## src/rtl/uart_rx_frame_receiver_if.sv

```systemverilog
// Receive-side bundle of the UART: serial line and frame configuration in,
// received word and one-cycle status strobes out.
interface uart_rx_frame_receiver_if #(
    parameter int DATA_WIDTH = 8
);
    logic                  RX_IN;
    logic                  PAR_EN;
    logic                  PAR_TYP;
    logic [5:0]            Prescale;
    logic [DATA_WIDTH-1:0] P_DATA;
    logic                  data_valid;
    logic                  par_err;
    logic                  stp_err;

    // Line and configuration source (transmitter side / bench)
    modport master (
        output RX_IN, PAR_EN, PAR_TYP, Prescale,
        input  P_DATA, data_valid, par_err, stp_err
    );

    // The receiver itself
    modport slave (
        input  RX_IN, PAR_EN, PAR_TYP, Prescale,
        output P_DATA, data_valid, par_err, stp_err
    );
endinterface

```

## src/rtl/uart_rx_frame_receiver.sv

```systemverilog
// Oversampling UART frame receiver: start detect, LSB-first data, optional parity, stop check.
// Optional 2-of-3 majority sampling of every bit is enabled by defining UART_RX_MAJORITY_VOTE_EN.
module uart_rx_frame_receiver #(
    parameter int DATA_WIDTH = 8
) (
    input logic                    CLK,
    input logic                    RST,
    uart_rx_frame_receiver_if.slave rx_if
);

    localparam int BCW = (DATA_WIDTH > 1) ? $clog2(DATA_WIDTH) : 1;
    localparam logic [BCW-1:0] LAST_BIT = BCW'(DATA_WIDTH - 1);

    typedef enum logic [2:0] {
        S_IDLE   = 3'd0,
        S_START  = 3'd1,
        S_DATA   = 3'd2,
        S_PARITY = 3'd3,
        S_STOP   = 3'd4,
        S_DONE   = 3'd5
    } state_t;

    // Unsupported oversampling ratios fall back to 8 so the frame still completes.
    function automatic logic [5:0] legal_pre(input logic [5:0] p);
        logic [5:0] r;
        case (p)
            6'd8, 6'd16, 6'd32: r = p;
            default:            r = 6'd8;
        endcase
        return r;
    endfunction

    function automatic logic parity_bit(input logic [DATA_WIDTH-1:0] d, input logic odd);
        return (^d) ^ odd;
    endfunction

`ifdef UART_RX_MAJORITY_VOTE_EN
    function automatic logic majority3(input logic a, input logic b, input logic c);
        return (a & b) | (a & c) | (b & c);
    endfunction
`endif

    state_t                  state_q,      state_d;
    logic [5:0]              edge_cnt_q,   edge_cnt_d;
    logic [BCW-1:0]          bit_cnt_q,    bit_cnt_d;
    logic [5:0]              pre_q,        pre_d;
    logic                    par_en_q,     par_en_d;
    logic                    par_typ_q,    par_typ_d;
    logic [DATA_WIDTH-1:0]   shift_q,      shift_d;
    logic                    bad_start_q,  bad_start_d;
    logic                    par_fail_q,   par_fail_d;
    logic                    stp_fail_q,   stp_fail_d;
    logic [DATA_WIDTH-1:0]   p_data_q,     p_data_d;
    logic                    data_valid_q, data_valid_d;
    logic                    par_err_q,    par_err_d;
    logic                    stp_err_q,    stp_err_d;
`ifdef UART_RX_MAJORITY_VOTE_EN
    logic [1:0]              vote_q,       vote_d;
`endif

    logic [5:0] half_s;
    logic [5:0] edge_next_s;
    logic       at_last_s;
    logic       sample_now_s;
    logic       sample_bit_s;

    // Bit timing: end-of-bit detection and the point where the bit value is decided
    always_comb begin
        half_s      = {1'b0, pre_q[5:1]};
        at_last_s   = (edge_cnt_q == (pre_q - 6'd1));
        edge_next_s = at_last_s ? 6'd0 : (edge_cnt_q + 6'd1);
`ifdef UART_RX_MAJORITY_VOTE_EN
        // vote_q holds the line at Pre/2-1 and Pre/2 when the third sample arrives
        vote_d       = {vote_q[0], rx_if.RX_IN};
        sample_now_s = (edge_cnt_q == (half_s + 6'd1));
        sample_bit_s = majority3(vote_q[1], vote_q[0], rx_if.RX_IN);
`else
        sample_now_s = (edge_cnt_q == half_s);
        sample_bit_s = rx_if.RX_IN;
`endif
    end

    // Next-state, datapath and strobe computation for the frame FSM
    always_comb begin
        state_d      = state_q;
        edge_cnt_d   = edge_cnt_q;
        bit_cnt_d    = bit_cnt_q;
        pre_d        = pre_q;
        par_en_d     = par_en_q;
        par_typ_d    = par_typ_q;
        shift_d      = shift_q;
        bad_start_d  = bad_start_q;
        par_fail_d   = par_fail_q;
        stp_fail_d   = stp_fail_q;
        p_data_d     = p_data_q;
        data_valid_d = 1'b0;
        par_err_d    = 1'b0;
        stp_err_d    = 1'b0;

        case (state_q)
            S_IDLE: begin
                edge_cnt_d = 6'd0;
                bit_cnt_d  = {BCW{1'b0}};
                if (!rx_if.RX_IN) begin
                    // This cycle is edge 0 of the start bit; configuration is frozen here.
                    state_d     = S_START;
                    edge_cnt_d  = 6'd1;
                    pre_d       = legal_pre(rx_if.Prescale);
                    par_en_d    = rx_if.PAR_EN;
                    par_typ_d   = rx_if.PAR_TYP;
                    shift_d     = {DATA_WIDTH{1'b0}};
                    bad_start_d = 1'b0;
                    par_fail_d  = 1'b0;
                    stp_fail_d  = 1'b0;
                end else begin
                    state_d = S_IDLE;
                end
            end

            S_START: begin
                edge_cnt_d = edge_next_s;
                if (sample_now_s && sample_bit_s) begin
                    bad_start_d = 1'b1;
                end else begin
                    bad_start_d = bad_start_q;
                end
                if (at_last_s) begin
                    state_d = bad_start_q ? S_IDLE : S_DATA;
                end else begin
                    state_d = S_START;
                end
            end

            S_DATA: begin
                edge_cnt_d = edge_next_s;
                if (sample_now_s) begin
                    shift_d[bit_cnt_q] = sample_bit_s;
                end else begin
                    shift_d = shift_q;
                end
                if (at_last_s) begin
                    if (bit_cnt_q == LAST_BIT) begin
                        bit_cnt_d = {BCW{1'b0}};
                        state_d   = par_en_q ? S_PARITY : S_STOP;
                    end else begin
                        bit_cnt_d = bit_cnt_q + BCW'(1);
                        state_d   = S_DATA;
                    end
                end else begin
                    state_d = S_DATA;
                end
            end

            S_PARITY: begin
                edge_cnt_d = edge_next_s;
                if (sample_now_s && (sample_bit_s != parity_bit(shift_q, par_typ_q))) begin
                    par_fail_d = 1'b1;
                end else begin
                    par_fail_d = par_fail_q;
                end
                if (at_last_s) begin
                    state_d = S_STOP;
                end else begin
                    state_d = S_PARITY;
                end
            end

            S_STOP: begin
                edge_cnt_d = edge_next_s;
                if (sample_now_s && !sample_bit_s) begin
                    stp_fail_d = 1'b1;
                end else begin
                    stp_fail_d = stp_fail_q;
                end
                // Strobes are loaded on the way into DONE so they are visible during DONE.
                if (at_last_s) begin
                    state_d   = S_DONE;
                    par_err_d = par_fail_q;
                    stp_err_d = stp_fail_q;
                    if (!par_fail_q && !stp_fail_q) begin
                        data_valid_d = 1'b1;
                        p_data_d     = shift_q;
                    end else begin
                        data_valid_d = 1'b0;
                        p_data_d     = p_data_q;
                    end
                end else begin
                    state_d = S_STOP;
                end
            end

            S_DONE: begin
                state_d    = S_IDLE;
                edge_cnt_d = 6'd0;
            end

            default: begin
                state_d    = S_IDLE;
                edge_cnt_d = 6'd0;
                bit_cnt_d  = {BCW{1'b0}};
            end
        endcase
    end

    // State and output registers with synchronous active-low reset
    always_ff @(posedge CLK) begin
        if (!RST) begin
            state_q      <= S_IDLE;
            edge_cnt_q   <= 6'd0;
            bit_cnt_q    <= {BCW{1'b0}};
            pre_q        <= 6'd8;
            par_en_q     <= 1'b0;
            par_typ_q    <= 1'b0;
            shift_q      <= {DATA_WIDTH{1'b0}};
            bad_start_q  <= 1'b0;
            par_fail_q   <= 1'b0;
            stp_fail_q   <= 1'b0;
            p_data_q     <= {DATA_WIDTH{1'b0}};
            data_valid_q <= 1'b0;
            par_err_q    <= 1'b0;
            stp_err_q    <= 1'b0;
`ifdef UART_RX_MAJORITY_VOTE_EN
            vote_q       <= 2'b11;
`endif
        end else begin
            state_q      <= state_d;
            edge_cnt_q   <= edge_cnt_d;
            bit_cnt_q    <= bit_cnt_d;
            pre_q        <= pre_d;
            par_en_q     <= par_en_d;
            par_typ_q    <= par_typ_d;
            shift_q      <= shift_d;
            bad_start_q  <= bad_start_d;
            par_fail_q   <= par_fail_d;
            stp_fail_q   <= stp_fail_d;
            p_data_q     <= p_data_d;
            data_valid_q <= data_valid_d;
            par_err_q    <= par_err_d;
            stp_err_q    <= stp_err_d;
`ifdef UART_RX_MAJORITY_VOTE_EN
            vote_q       <= vote_d;
`endif
        end
    end

    assign rx_if.P_DATA     = p_data_q;
    assign rx_if.data_valid = data_valid_q;
    assign rx_if.par_err    = par_err_q;
    assign rx_if.stp_err    = stp_err_q;

endmodule
```

## src/flat_wrapper.sv

```systemverilog
// flat-port wrapper written by rule: the top's interface ports become plain ports
module uart_rx_frame_receiver_flat 
#(
    parameter int DATA_WIDTH = 8
)
  (CLK, RST, rx_if_RX_IN, rx_if_PAR_EN, rx_if_PAR_TYP, rx_if_Prescale, rx_if_P_DATA, rx_if_data_valid, rx_if_par_err, rx_if_stp_err);
  uart_rx_frame_receiver_if #(.DATA_WIDTH(DATA_WIDTH)) rx_if_i ();
  input logic CLK;
  input logic RST;
  input wire logic [$bits(rx_if_i.RX_IN)-1:0] rx_if_RX_IN;
  input wire logic [$bits(rx_if_i.PAR_EN)-1:0] rx_if_PAR_EN;
  input wire logic [$bits(rx_if_i.PAR_TYP)-1:0] rx_if_PAR_TYP;
  input wire logic [$bits(rx_if_i.Prescale)-1:0] rx_if_Prescale;
  output wire logic [$bits(rx_if_i.P_DATA)-1:0] rx_if_P_DATA;
  output wire logic [$bits(rx_if_i.data_valid)-1:0] rx_if_data_valid;
  output wire logic [$bits(rx_if_i.par_err)-1:0] rx_if_par_err;
  output wire logic [$bits(rx_if_i.stp_err)-1:0] rx_if_stp_err;
  assign rx_if_i.RX_IN = rx_if_RX_IN;
  assign rx_if_i.PAR_EN = rx_if_PAR_EN;
  assign rx_if_i.PAR_TYP = rx_if_PAR_TYP;
  assign rx_if_i.Prescale = rx_if_Prescale;
  assign rx_if_P_DATA = rx_if_i.P_DATA;
  assign rx_if_data_valid = rx_if_i.data_valid;
  assign rx_if_par_err = rx_if_i.par_err;
  assign rx_if_stp_err = rx_if_i.stp_err;
  uart_rx_frame_receiver #(.DATA_WIDTH(DATA_WIDTH)) u_core (.CLK(CLK), .RST(RST), .rx_if(rx_if_i));
endmodule
```

## config.mk

```make
export PLATFORM = sky130hd
export DESIGN_NAME = uart_rx_frame_receiver_flat
export DESIGN_NICKNAME = d
export VERILOG_FILES = /design/src/rtl/uart_rx_frame_receiver_if.sv /design/src/rtl/uart_rx_frame_receiver.sv /design/src/flat_wrapper.sv
export SDC_FILE = /design/constraint.sdc
export NUM_CORES = 1
export LEC_CHECK = 0
export ABC_AREA = 0
export CAP_MARGIN = 20
export CORE_MARGIN = 2
export CORE_UTILIZATION = 40
export DETAILED_ROUTE_END_ITERATION = 8
export DONT_BUFFER_PORTS = 1
export PLACE_DENSITY = 0.5
export SLEW_MARGIN = 30
export SYNTH_ARGS = -nofsm -noshare
export SYNTH_HDL_FRONTEND = slang
export SYNTH_SLANG_ARGS = --single-unit
```

## constraint.sdc

```tcl
create_clock -name CLK -period 2.77 [get_ports CLK]
set_clock_uncertainty 0.1 [all_clocks]
set_input_delay 0.1385 -clock CLK [delete_from_list [all_inputs] [get_ports CLK]]
set_output_delay 0.1385 -clock CLK [all_outputs]
set_load 0.01 [all_outputs]
```

==> impl_metrics.env <==
export IMPL_status="finished, final reports clean"
export IMPL_fmax_mhz=439
export IMPL_power_leakage_nw=0.941
export IMPL_seqCellArea_sq_um=841
export IMPL_syn_to_final_growth_pct=10.4
export IMPL_vias=1652
export IMPL_cts_tree="yes"
export IMPL_seq_power_share_pct=55.3
export IMPL_grt_overflow_total=0
export IMPL_first_iter_violations=126
export IMPL_drv_cap=0
export IMPL_start_util_pct=41.6
export IMPL_antenna_found_initial=0
export IMPL_placed_area_sq_um=2200
export IMPL_synth_most_common_cell="dfxtp_1"
export IMPL_swShare_pct=25.9
export IMPL_die_w_um=76.9
export IMPL_grt_pass1_wl_um=7990
export IMPL_ys_ff_latch=42
export IMPL_crit_path_start_kind="register"
export IMPL_switchingPower_uw=290
export IMPL_synthTopCellsByCount="dfxtp_1 (42), nand2_1 (27), xnor2_1 (18)"
export IMPL_clk_pin_slew_ns=0.08
export IMPL_drcViolationCount=0
export IMPL_clockBufferDepth=2
export IMPL_path_buf_inv=1
export IMPL_tns_ns=0
export IMPL_use_met1_pct=24.0
export IMPL_synth_area_top_cells="dfxtp_1 (40%), mux2i_1 (7.5%), xnor2_1 (7.4%)"
export IMPL_use_met3_pct=4.00
export IMPL_placed_cells=302
export IMPL_ys_flop_type="dfxtp_1"
export IMPL_viasPerCell=5.23
export IMPL_first_pass_iters=4
export IMPL_grt_pass1_vias=1594
export IMPL_yosys_area_top_type="dfxtp_1"
export IMPL_p_clk_share_pct=36.5
export IMPL_cp_required_ns=2.86
export IMPL_htreeDepth=2
export IMPL_cellPowerDensity_nw_per_um2=476
export IMPL_crit_path_end_kind="register"
export IMPL_num_rows=26
export IMPL_synth_edf_count=0
export IMPL_dpl_hpwl_um=3230
export IMPL_fin_util_pct=45.9
export IMPL_fin_area_sq_um=2350
export IMPL_worst_slack_ns=0.493
export IMPL_synth_seq_area_share_pct=39.6
export IMPL_netlist_area_leader_share_pct=39.6
export IMPL_critPathKind="register to register"
export IMPL_holdWs_ns=0.00158
export IMPL_wl_um=4750
export IMPL_instances_no_fill=316
export IMPL_totalPowerFinal_mw=1.12
export IMPL_finalCritPeriodShare_pct=82.2
export IMPL_synth_area_per_cell_sq_um=8.93
export IMPL_grt_max_degree=29
export IMPL_p_int_uw=828
export IMPL_clkLatencyLatePin_ns=0.30
export IMPL_fillCellCount=518
export IMPL_clkSinkCount=42
export IMPL_crit_chain="or3_1 -> or2_2 -> nand2_1 -> nand3_1 -> dlygate4sd3_1"
export IMPL_portBuffers=0
export IMPL_core_area_sq_um=5110
export IMPL_rsz0062_at_grt="no"
export IMPL_crit_fanout=13
export IMPL_drive_gt1_share_pct=9.35
export IMPL_async_flop_share_pct=0
export IMPL_worstMarginPinSlew_ns=0.633
export IMPL_cts_root_buf="clkbuf_8"
export IMPL_pin_count=22
export IMPL_syn_area_sq_um=2130
export IMPL_grt_usage_pct=17.3
export IMPL_timing_final_crit_period_ns=2.28
export IMPL_crit_arrival_ns=2.36
export IMPL_comb_power_share_pct=8.1
export IMPL_pre_cts_ws_ns=0.559
export IMPL_syn_nets=253
export IMPL_setup_viol=0
export IMPL_synthCells=238
export IMPL_synth_cell_types=42
export IMPL_hold_viol_final=0
export IMPL_routedWlPerCell_um=15.0
export IMPL_layout_nets=260
export IMPL_critPathSlowestCell="dlygate4sd3_1"
export IMPL_die_area_sq_um=5910
export IMPL_routabilityCongestion=0.806
export IMPL_drv_slew=0
export IMPL_vdd_ir_drop_max_mv=0.307
export IMPL_hold_class="primary input to register"
export IMPL_synth_warnings=0
export IMPL_multi_input_area_sq_um=1210
export IMPL_slew_headroom_pct=57.8
export IMPL_top_usage_layer="met2"
export IMPL_crit_family="simple AND/OR/NAND/NOR gates"
export IMPL_max_stage_delay_ns=0.58
export IMPL_postCtsSetupBuffers=0
export IMPL_numCtsBuffers=5
export IMPL_globalRouteMet2Util_pct=25.9
export IMPL_ant_nets=0
export IMPL_antenna_cells=0
export IMPL_die_y_um=76.9
[registers in the layout (all words and copies together) (netlist names)]
signal and cells:
u_core.rx_if.P_DATA 8, u_core.shift_q 8, u_core.edge_cnt_q 6, u_core.pre_q 6, u_core.bit_cnt_q 3, u_core.state_q 3, u_core.bad_start_q 1, u_core.par_en_q 1
u_core.par_fail_q 1, u_core.par_typ_q 1, u_core.rx_if.data_valid 1, u_core.rx_if.par_err 1, u_core.rx_if.stp_err 1, u_core.stp_fail_q 1
[what timing repair did]
item / CTS / global route
endpoints found under the hold margin: 28 / 0
hold buffers: 6 / 0
resized for setup: 0 / 0
[final cells by class]
class	instances	share of cell area [%]
Multi-Input combinational cell	179	51.7
Clock inverter	3	0.907
Tap cell	70	3.73
Clock buffer	5	2.93
Sequential cell	42	35.8
Timing Repair Buffer	11	3.95
Inverter	6	0.960
[metal layers]
layer / wire length, um / vias to the layer above / part of all wire [%]
li1: - / 832 / -
met1: 2440 / 772 / 51
met2: 2020 / 40 / 43
met3: 214 / 8 / 4.5
met4: 73 / 0 / 1.5
met5: 0 / - / 0
[worst register-to-register path: cells and delay by family, from the launching register on]
family,cells,cell delay [ns]
DFF,1,0.43
and+or+nand+nor,4,1.07
buffers and inverters,1,0.58
[cells in the final DEF, fill, tap and decap left out, drive strengths merged, types with 7 or more instances in the layout]
master   n
o21ai    8
nor2    13
xnor2   18
nand2   27
nand3    7
nor2b   10
dfxtp   42
xor2     8
mux2i   16
and3    10
[power by group through the flow]
stage	logic [mW]	registers [mW]	clock network [mW]
after floorplan	0.0607	0.631	0
after global placement	0.0787	0.633	0
after detailed placement	0.0787	0.632	0
after CTS	0.0922	0.618	0.421
after global routing	0.101	0.620	0.442
final	0.0909	0.618	0.408
[worst paths after layout]
path | start | end | slack [ns] | cells past startpoint
hold reg to reg | u_core.par_fail_q | u_core.par_fail_q | 0.38 | 2
setup reg to reg | u_core.state_q[1] | u_core.pre_q[3] | 0.49 | 5
hold / removal | rx_if_Prescale[4] | u_core.pre_q[4] | 0.002 | 3
setup / recovery | u_core.state_q[1] | u_core.pre_q[3] | 0.49 | 5
[cells by family (layout without fill, tap and decap cells)]
group	Yosys count	after routing	synth area share (%)
AO/OA/AOI/OAI	30	30	9.36
flip-flops	42	42	39.6
AND/OR/NAND/NOR	103	103	27.1
multiplexers	16	16	7.53
XOR/XNOR	26	26	10.7
adder cells (fa/ha/maj)	4	4	2.35
buffers and inverters	17	25	3.41
Note: power is estimated with default switching activity, not from simulation.
